==> src/rtl/fetch_queue.sv <==
// Instruction fetch unit: sequential PC, QDEPTH-entry instruction queue, redirect and range-fault handling.
// Optional zero-latency head bypass enabled by defining FETCH_BYPASS_EN.
module fetch_queue #(
  parameter int unsigned QDEPTH     = 4,
  parameter int unsigned IMEM_BYTES = 1024,
  parameter logic [15:0] RESET_PC   = 16'h0000
) (
  input  logic        clk,
  input  logic        reset_n,
  output logic [15:0] imem_addr,
  input  logic [15:0] imem_instr,
  input  logic        redirect,
  input  logic [15:0] redirect_pc,
  output logic        out_valid,
  input  logic        out_ready,
  output logic [15:0] out_instr,
  output logic [15:0] out_pc,
  output logic        fault
);

  localparam int unsigned PW = $clog2(QDEPTH);
  localparam int unsigned CW = PW + 1;
  localparam logic [CW-1:0] FULL  = CW'(QDEPTH);
  localparam logic [16:0]   LIMIT = 17'(IMEM_BYTES);

  typedef enum logic {RUN, FAULT} state_t;

  state_t        state;
  logic [15:0]   pc;
  logic [CW-1:0] count;
  logic [PW-1:0] head;
  logic [PW-1:0] tail;
  logic [15:0]   q_instr [QDEPTH];
  logic [15:0]   q_pc    [QDEPTH];

  logic in_range;
  logic can_fetch;
  logic q_valid;
  logic q_deq;
  logic byp_take;
  logic enq;
  logic wr;

  assign imem_addr = pc;
  // 17-bit sum so a PC near 16'hFFFF cannot wrap back into range.
  assign in_range  = ({1'b0, pc} + 17'd3) < LIMIT;
  assign can_fetch = (state == RUN) & ~redirect & in_range;
  assign q_valid   = (count != '0) & ~redirect;
  assign q_deq     = q_valid & out_ready;

`ifdef FETCH_BYPASS_EN
  logic bypass;
  assign bypass    = can_fetch & (count == '0);
  assign out_valid = q_valid | bypass;
  assign out_instr = bypass ? imem_instr : q_instr[head];
  assign out_pc    = bypass ? pc : q_pc[head];
  assign byp_take  = bypass & out_ready;
`else
  assign out_valid = q_valid;
  assign out_instr = q_instr[head];
  assign out_pc    = q_pc[head];
  assign byp_take  = 1'b0;
`endif

  // A bypassed instruction advances the PC but never occupies a queue slot.
  assign enq = can_fetch & ((count < FULL) | q_deq);
  assign wr  = enq & ~byp_take;

  always_ff @(posedge clk) begin
    if (!reset_n) begin
      pc    <= RESET_PC;
      count <= '0;
      head  <= '0;
      tail  <= '0;
      state <= RUN;
      fault <= 1'b0;
    end else if (redirect) begin
      pc    <= {redirect_pc[15:2], 2'b00};
      count <= '0;
      head  <= '0;
      tail  <= '0;
      state <= RUN;
      fault <= fault | (redirect_pc[1:0] != 2'b00);
    end else begin
      if (state == RUN && !in_range) begin
        state <= FAULT;
        fault <= 1'b1;
      end
      if (enq) pc <= pc + 16'd4;
      if (wr) tail <= tail + 1'b1;
      if (q_deq) head <= head + 1'b1;
      unique case ({wr, q_deq})
        2'b10:   count <= count + 1'b1;
        2'b01:   count <= count - 1'b1;
        default: count <= count;
      endcase
    end
  end

  always_ff @(posedge clk) begin
    if (reset_n && !redirect && wr) begin
      q_instr[tail] <= imem_instr;
      q_pc[tail]    <= pc;
    end
  end

endmodule
==> config.mk <==
export PLATFORM = sky130hd
export DESIGN_NAME = fetch_queue
export DESIGN_NICKNAME = d
export VERILOG_FILES = /design/src/rtl/fetch_queue.sv
export SDC_FILE = /design/constraint.sdc
export NUM_CORES = 1
export LEC_CHECK = 0
export CORE_ASPECT_RATIO = 1.1
export CORE_MARGIN = 2
export CORE_UTILIZATION = 57
export DETAILED_ROUTE_END_ITERATION = 6
export GPL_ROUTABILITY_DRIVEN = 0
export PLACE_DENSITY = 0.92
export SETUP_SLACK_MARGIN = 0.15
export SLEW_MARGIN = 20
export SYNTH_ARGS = -nofsm -noshare
export SYNTH_HDL_FRONTEND = slang
export SYNTH_SLANG_ARGS = --single-unit
==> constraint.sdc <==
create_clock -name clk -period 5 [get_ports clk]
set_input_delay 0.75 -clock clk [delete_from_list [all_inputs] [get_ports clk]]
set_output_delay 0.75 -clock clk [all_outputs]
set_load 0.01 [all_outputs]
# Yosys cells after proc, flatten, opt, wreduce, memory -nomap -nowiden
# Memories as Yosys holds them, arrays and structs flattened. A register that Yosys moved wholly into a read port is not among the register bits.
# Cells that the tools add are included.
dict set report word_totals {
  ff_bits 25
  latchBits 0
  mem_bits_rw 128
  rom_bits 0
  in_bits 36
  elab_cells 51
  n_memories 2
}
# memory depth word_bits rd rd_clocked_by_memory_dff write_ports line_no
set memory_table {}
lappend memory_table {q_instr 4 16 1 1 1 33} ;# logic [15:0] q_instr [QDEPTH];
lappend memory_table {q_pc 4 16 1 1 1 34} ;# logic [15:0] q_pc [QDEPTH];
dict set report classes {
  addsub 6
  n_mul 0
  div 0
  order_cmp 2
  eq_ne 2
  shift 0
  muxes 11
  n_bitwise 10
  reduce_logical 11
}
# operator count
set op_table {}
lappend op_table {{$mux 16} 2}
lappend op_table {{$add 16x2->17 const B} 1}
lappend op_table {{$lt 17x11->1 const B} 1}
lappend op_table {{$add 16x3->16 const B} 1}
lappend op_table {{$mux 2} 4}
lappend op_table {{$reduce_bool 2->1} 4}
lappend op_table {{$pmux 3 s2} 1}
lappend op_table {{$and 1x1->1} 5}
lappend op_table {{$add 2x1->2 const B} 2}
lappend op_table {{$mux 1} 4}
lappend op_table {{$add 3x1->3 const B} 1}
lappend op_table {{$logic_and 1x1->1} 3}
lappend op_table {{$lt 3x3->1 const B} 1}
lappend op_table {{$not 1->1} 3}
lappend op_table {{$reduce_bool 3->1} 1}
lappend op_table {{$sub 3x1->3 const B} 1}
lappend op_table {{$eq 2x1->1 const B} 1}
lappend op_table {{$eq 2x2->1 const B} 1}
lappend op_table {{$logic_not 1->1} 2}
lappend op_table {{$or 1x1->1} 2}
lappend op_table {{$reduce_or 2->1} 1}

# Logic depth before layout (Yosys ltp)
dict set report depth {
  ltp_word 8
  mapped_depth 10
  ltp_nobuf 9
}

# Worst setup path after synthesis
# No wires, ideal clock.
dict set report synth_timing {
  kind {flip-flop to flip-flop}
  startpoint {register pc[15] (netlist: imem_addr[15])}
  endpoint {memory q_instr[0][0], enable pin}
  arrival_ns 2.268
  t_required_ns 4.610
  slack_ns 2.342
  stages_incl_launch_ff 4
  path_buffers 0
  synth_period_minus_slack_ns 2.658
  cell_sequence {dfxtp_1 -> or4_4 -> nor3_1 -> and3_1}
}
dict set report synth_between {
  elab_chain_len 7
}
# item line_no
set synth_lines {}
lappend synth_lines {{from (decl)} 29} ;# logic [15:0] pc;
lappend synth_lines {{from (signal assigned)} 78} ;# pc <= {redirect_pc[15:2], 2'b00};
lappend synth_lines {{from (signal assigned)} 89} ;# if (enq) pc <= pc + 16'd4;
lappend synth_lines {{$add 16x2->17} 46} ;# assign in_range = ({1'b0, pc} + 17'd3) < LIMIT;
lappend synth_lines {{$lt 17x11->1} 46}
lappend synth_lines {{$and 1x1->1} 47} ;# assign can_fetch = (state == RUN) & ~redirect & in_range;
lappend synth_lines {{$and 1x1->1} 66} ;# assign enq = can_fetch & ((count < FULL) | q_deq);
lappend synth_lines {{$logic_and 1x1->1} 101} ;# if (reset_n && !redirect && wr) begin
lappend synth_lines {{$mux 1} 101}
lappend synth_lines {{$mux 1 (not written as such)} 102} ;# q_instr[tail] <= imem_instr;
lappend synth_lines {{to (decl)} 33}
# No other way between the ends.

==> impl_results.md <==
- Outcome: finished clean
- Pint: 2.336 mW
- Chip height: between 100 and 150 µm
- Clock slew at reported path FFs: 0.06 ns
- CTS root buffer: clkbuf_8
- Max Cap Viol: 0
- Count of state elements after synthesis: 145
- Clock power share: about half
- Area Overhead vs Synth: 28.49%
- Clock skew: roughly 0.0091 ns
- Worst EP arrival: between 2 and 3 ns
- GRT overflow: 0
- Max FO, Critical Path: 22
- Synth cell count leaders: 120 x edfxtp_1, 30 x mux4_2, 25 x dfxtp_1, 11 x nand2_1, 11 x o21ai_0
- Register area share after synthesis: about three quarters
- Largest net degree at the start of global routing: 31
- Fin worst setup slack: approximately 1.5 ns
- Mapped Cells: 300
- Clock latency on the worst-skew pair: about 0.52 ns
- Achievable Freq: ~290 MHz
- Crit share post-route: 69.70%
- First-pass GRT wire length: approximately 18,000 µm
- Die Wd: roughly 98 µm
- VDD IR max: between 0.2 and 0.25 mV
- Drt first pass iters: 4
- Vias in the first global route: 3,261
- Placement Rows: 37
- Placed wire-length estimate: a little under 7000 µm
- ANT cells: 0
- Top cell type by total area after synthesis: edfxtp_1
- Crit path capture type: output port
- Largest cells by area after synthesis: edfxtp_1 65%, mux4_2 12%, dfxtp_1 9.0%
- Routed length per placed instance: roughly 23 µm
- Leak Pwr: roughly 2.3 nW
- Sw Pwr: around 0.57 mW
- Critical Path Slowest Stage Cell: dfxtp_1
- Clock sinks: between 100 and 150
- Setup TNS: 0 ns
- CP peak stage delay: between 1 and 1.5 ns
- Top-area cell type share of the netlist area: between 60% and 70%
- Unrepaired setup endpoints after global routing: no
- Fin. Hold Viols: 0
- Synthesized cell area: around 5600 µm²
- Switching part of the total: between 10% and 20%
- Fraction of layout instances using a drive strength above 1: between 15 and 20%
- Startpoint types: flop
- H-tree levels: 4
- Crit path time final: between 3 and 4 ns
- CTS tree: yes
- WS Path Type: flop to output port
- Netlist cell types: 41
- WL final: 11,730 µm
- Initial antenna violation count: 0
- Die ar.: about 11,000 µm²
- Vias per cell: between 5 and 6
- Worst Max-Slew Pin Slew: 1.049 ns
- Hold-fix buffers, CTS: 0
- Post-synth EDFFs: 120
- Slew margin rel.: 29.97%
- CP cell instances: buf_4 -> mux4_2 -> clkdlybuf4s50_1
- Count leader, synth: edfxtp_1
- Hold Crit Class: flop to flop
- Clock Tree Buf Depth: 2
- Total Nets Final: roughly 430
- Pwr/cell area: 406.0 nW/µm²
- Top Ports: 86
- Worst Setup Slack post-DPL: 1.432 ns
- Setup bufs post-CTS: 0
- Routed Antenna Nets: 0
- Pins Over Slew Limit: 0
- DRT iter0 DRCs: about 130
- Worst Hold Slack: between 0.4 and 0.5 ns
- Final setup viols: 0
- IO Port Bufs: 81
- Power share of the sequential group: between 40% and 50%
- Ys async rst share: 0%
- Mean Syn Cell Area: roughly 19 µm²
- Starting Density: between 50 and 60%
- Total number of vias: approximately 3,100
- Core area: 9444 µm²
- Number of synthesis warnings: 0
- Crit path required time: between 4 and 5 ns
- Top_reg_cell synth: edfxtp_1
- Tot GR Track Use: 23.73%
- # DRC: 0
- Logic gate share of total power: under 10%
- Post_cts resized: 0
- Clock buffer count from CTS: 17
[per-layer routing]
metal	share of wire (%)	vias to the layer above	track usage, %
li1	-	1380	-
met1	39	1580	29.01
met2	54	118	41.34
met3	5.4	16	6.039
met4	1.2	0	8.513
met5	0	-	0
[cells by family (layout without fill, tap and decap cells)]
| group | Yosys count | after routing | share of synthesized area, % |
|---|---|---|---|
| DFF | 145 | 145 | 73.76 |
| and+or+nand+nor | 54 | 54 | 5.442 |
| adders and majority gates | 7 | 7 | 1.709 |
| xor gates and xnor gates | 5 | 5 | 0.7872 |
| buffers and inverters | 22 | 122 | 1.776 |
| AOI/OAI and AO/OA | 30 | 30 | 3.238 |
| muxes | 36 | 36 | 13.22 |
| other | 1 | 4 | 0.06740 |
[worst max-delay path, delay by kind of cell (launching register included)]
kind	cells	cell delay, ns
buffers and inverters	2	0.85
multiplexers	1	0.34
flip-flops	1	1.01
[registers in the layout, indices dropped and copies added, names as in the netlist, named ones only]
name	count
imem_addr	14
state	1
count	3
tail	2
fault	1
q_pc	56
head	2
q_instr	64
[cell type report]
cell class                      instances  area, µm²
Sequential cell                       145       4108
Fill cell                             530       2295
Multi-Input combinational cell        136       1375
Timing Repair Buffer                   84      833.3
Clock buffer                           19      431.7
Clock inverter                         13      232.7
Tap cell                              117      146.4
Inverter                                6      22.52
[metrics by stage]
| stage | instances | total power [mW] | util, % | cell area (µm²) |
|---|---|---|---|---|
| floorplan | 303 | 1.439 | - | 5575 |
| global placement | 488 | 1.516 | 68.64 | 6482 |
| detailed placement | 488 | 1.525 | 68.64 | 6482 |
| CTS | 520 | 2.921 | 75.68 | 7147 |
| global route | 520 | 2.976 | 75.70 | 7149 |
| finish | 520 | 2.902 | 75.70 | 7149 |
[worst paths after layout]
check | start | to | slack, ns | cells after the start
setup / recovery | flop | out_pc[15] | 1.52 | 3
hold / removal | fault | fault | 0.48 | 1
setup reg to reg | imem_addr[15] | q_instr[2][0] | 2.05 | 3
hold reg to reg | fault | fault | 0.48 | 1
[placed cells by master, fill, tap and decap left out, drive strengths merged, types with 6 or more instances in the layout]
master         synthesis  final
dfxtp                 25     25
clkbuf                 8     19
mux4                  30     30
edfxtp               120    120
inv                    6      7
clkdlybuf4s50          0     81
mux2i                  6      6
a21oi                  6      6
bufinv                 0      6
nor2                   7      7
o21ai                 11     11
nand2                 11     11
ha                     6      6
nor2b                  7      7
[power groups by stage]
stage               combinational, mW  sequential [mW]  clock (mW)
floorplan                      0.0630             1.38           0
global placement                0.139             1.38           0
detailed placement              0.145             1.38           0
CTS                             0.147             1.36        1.42
global route                    0.157             1.36        1.46
finish                          0.146             1.36        1.40
Note: power is estimated with default switching activity, not from simulation.
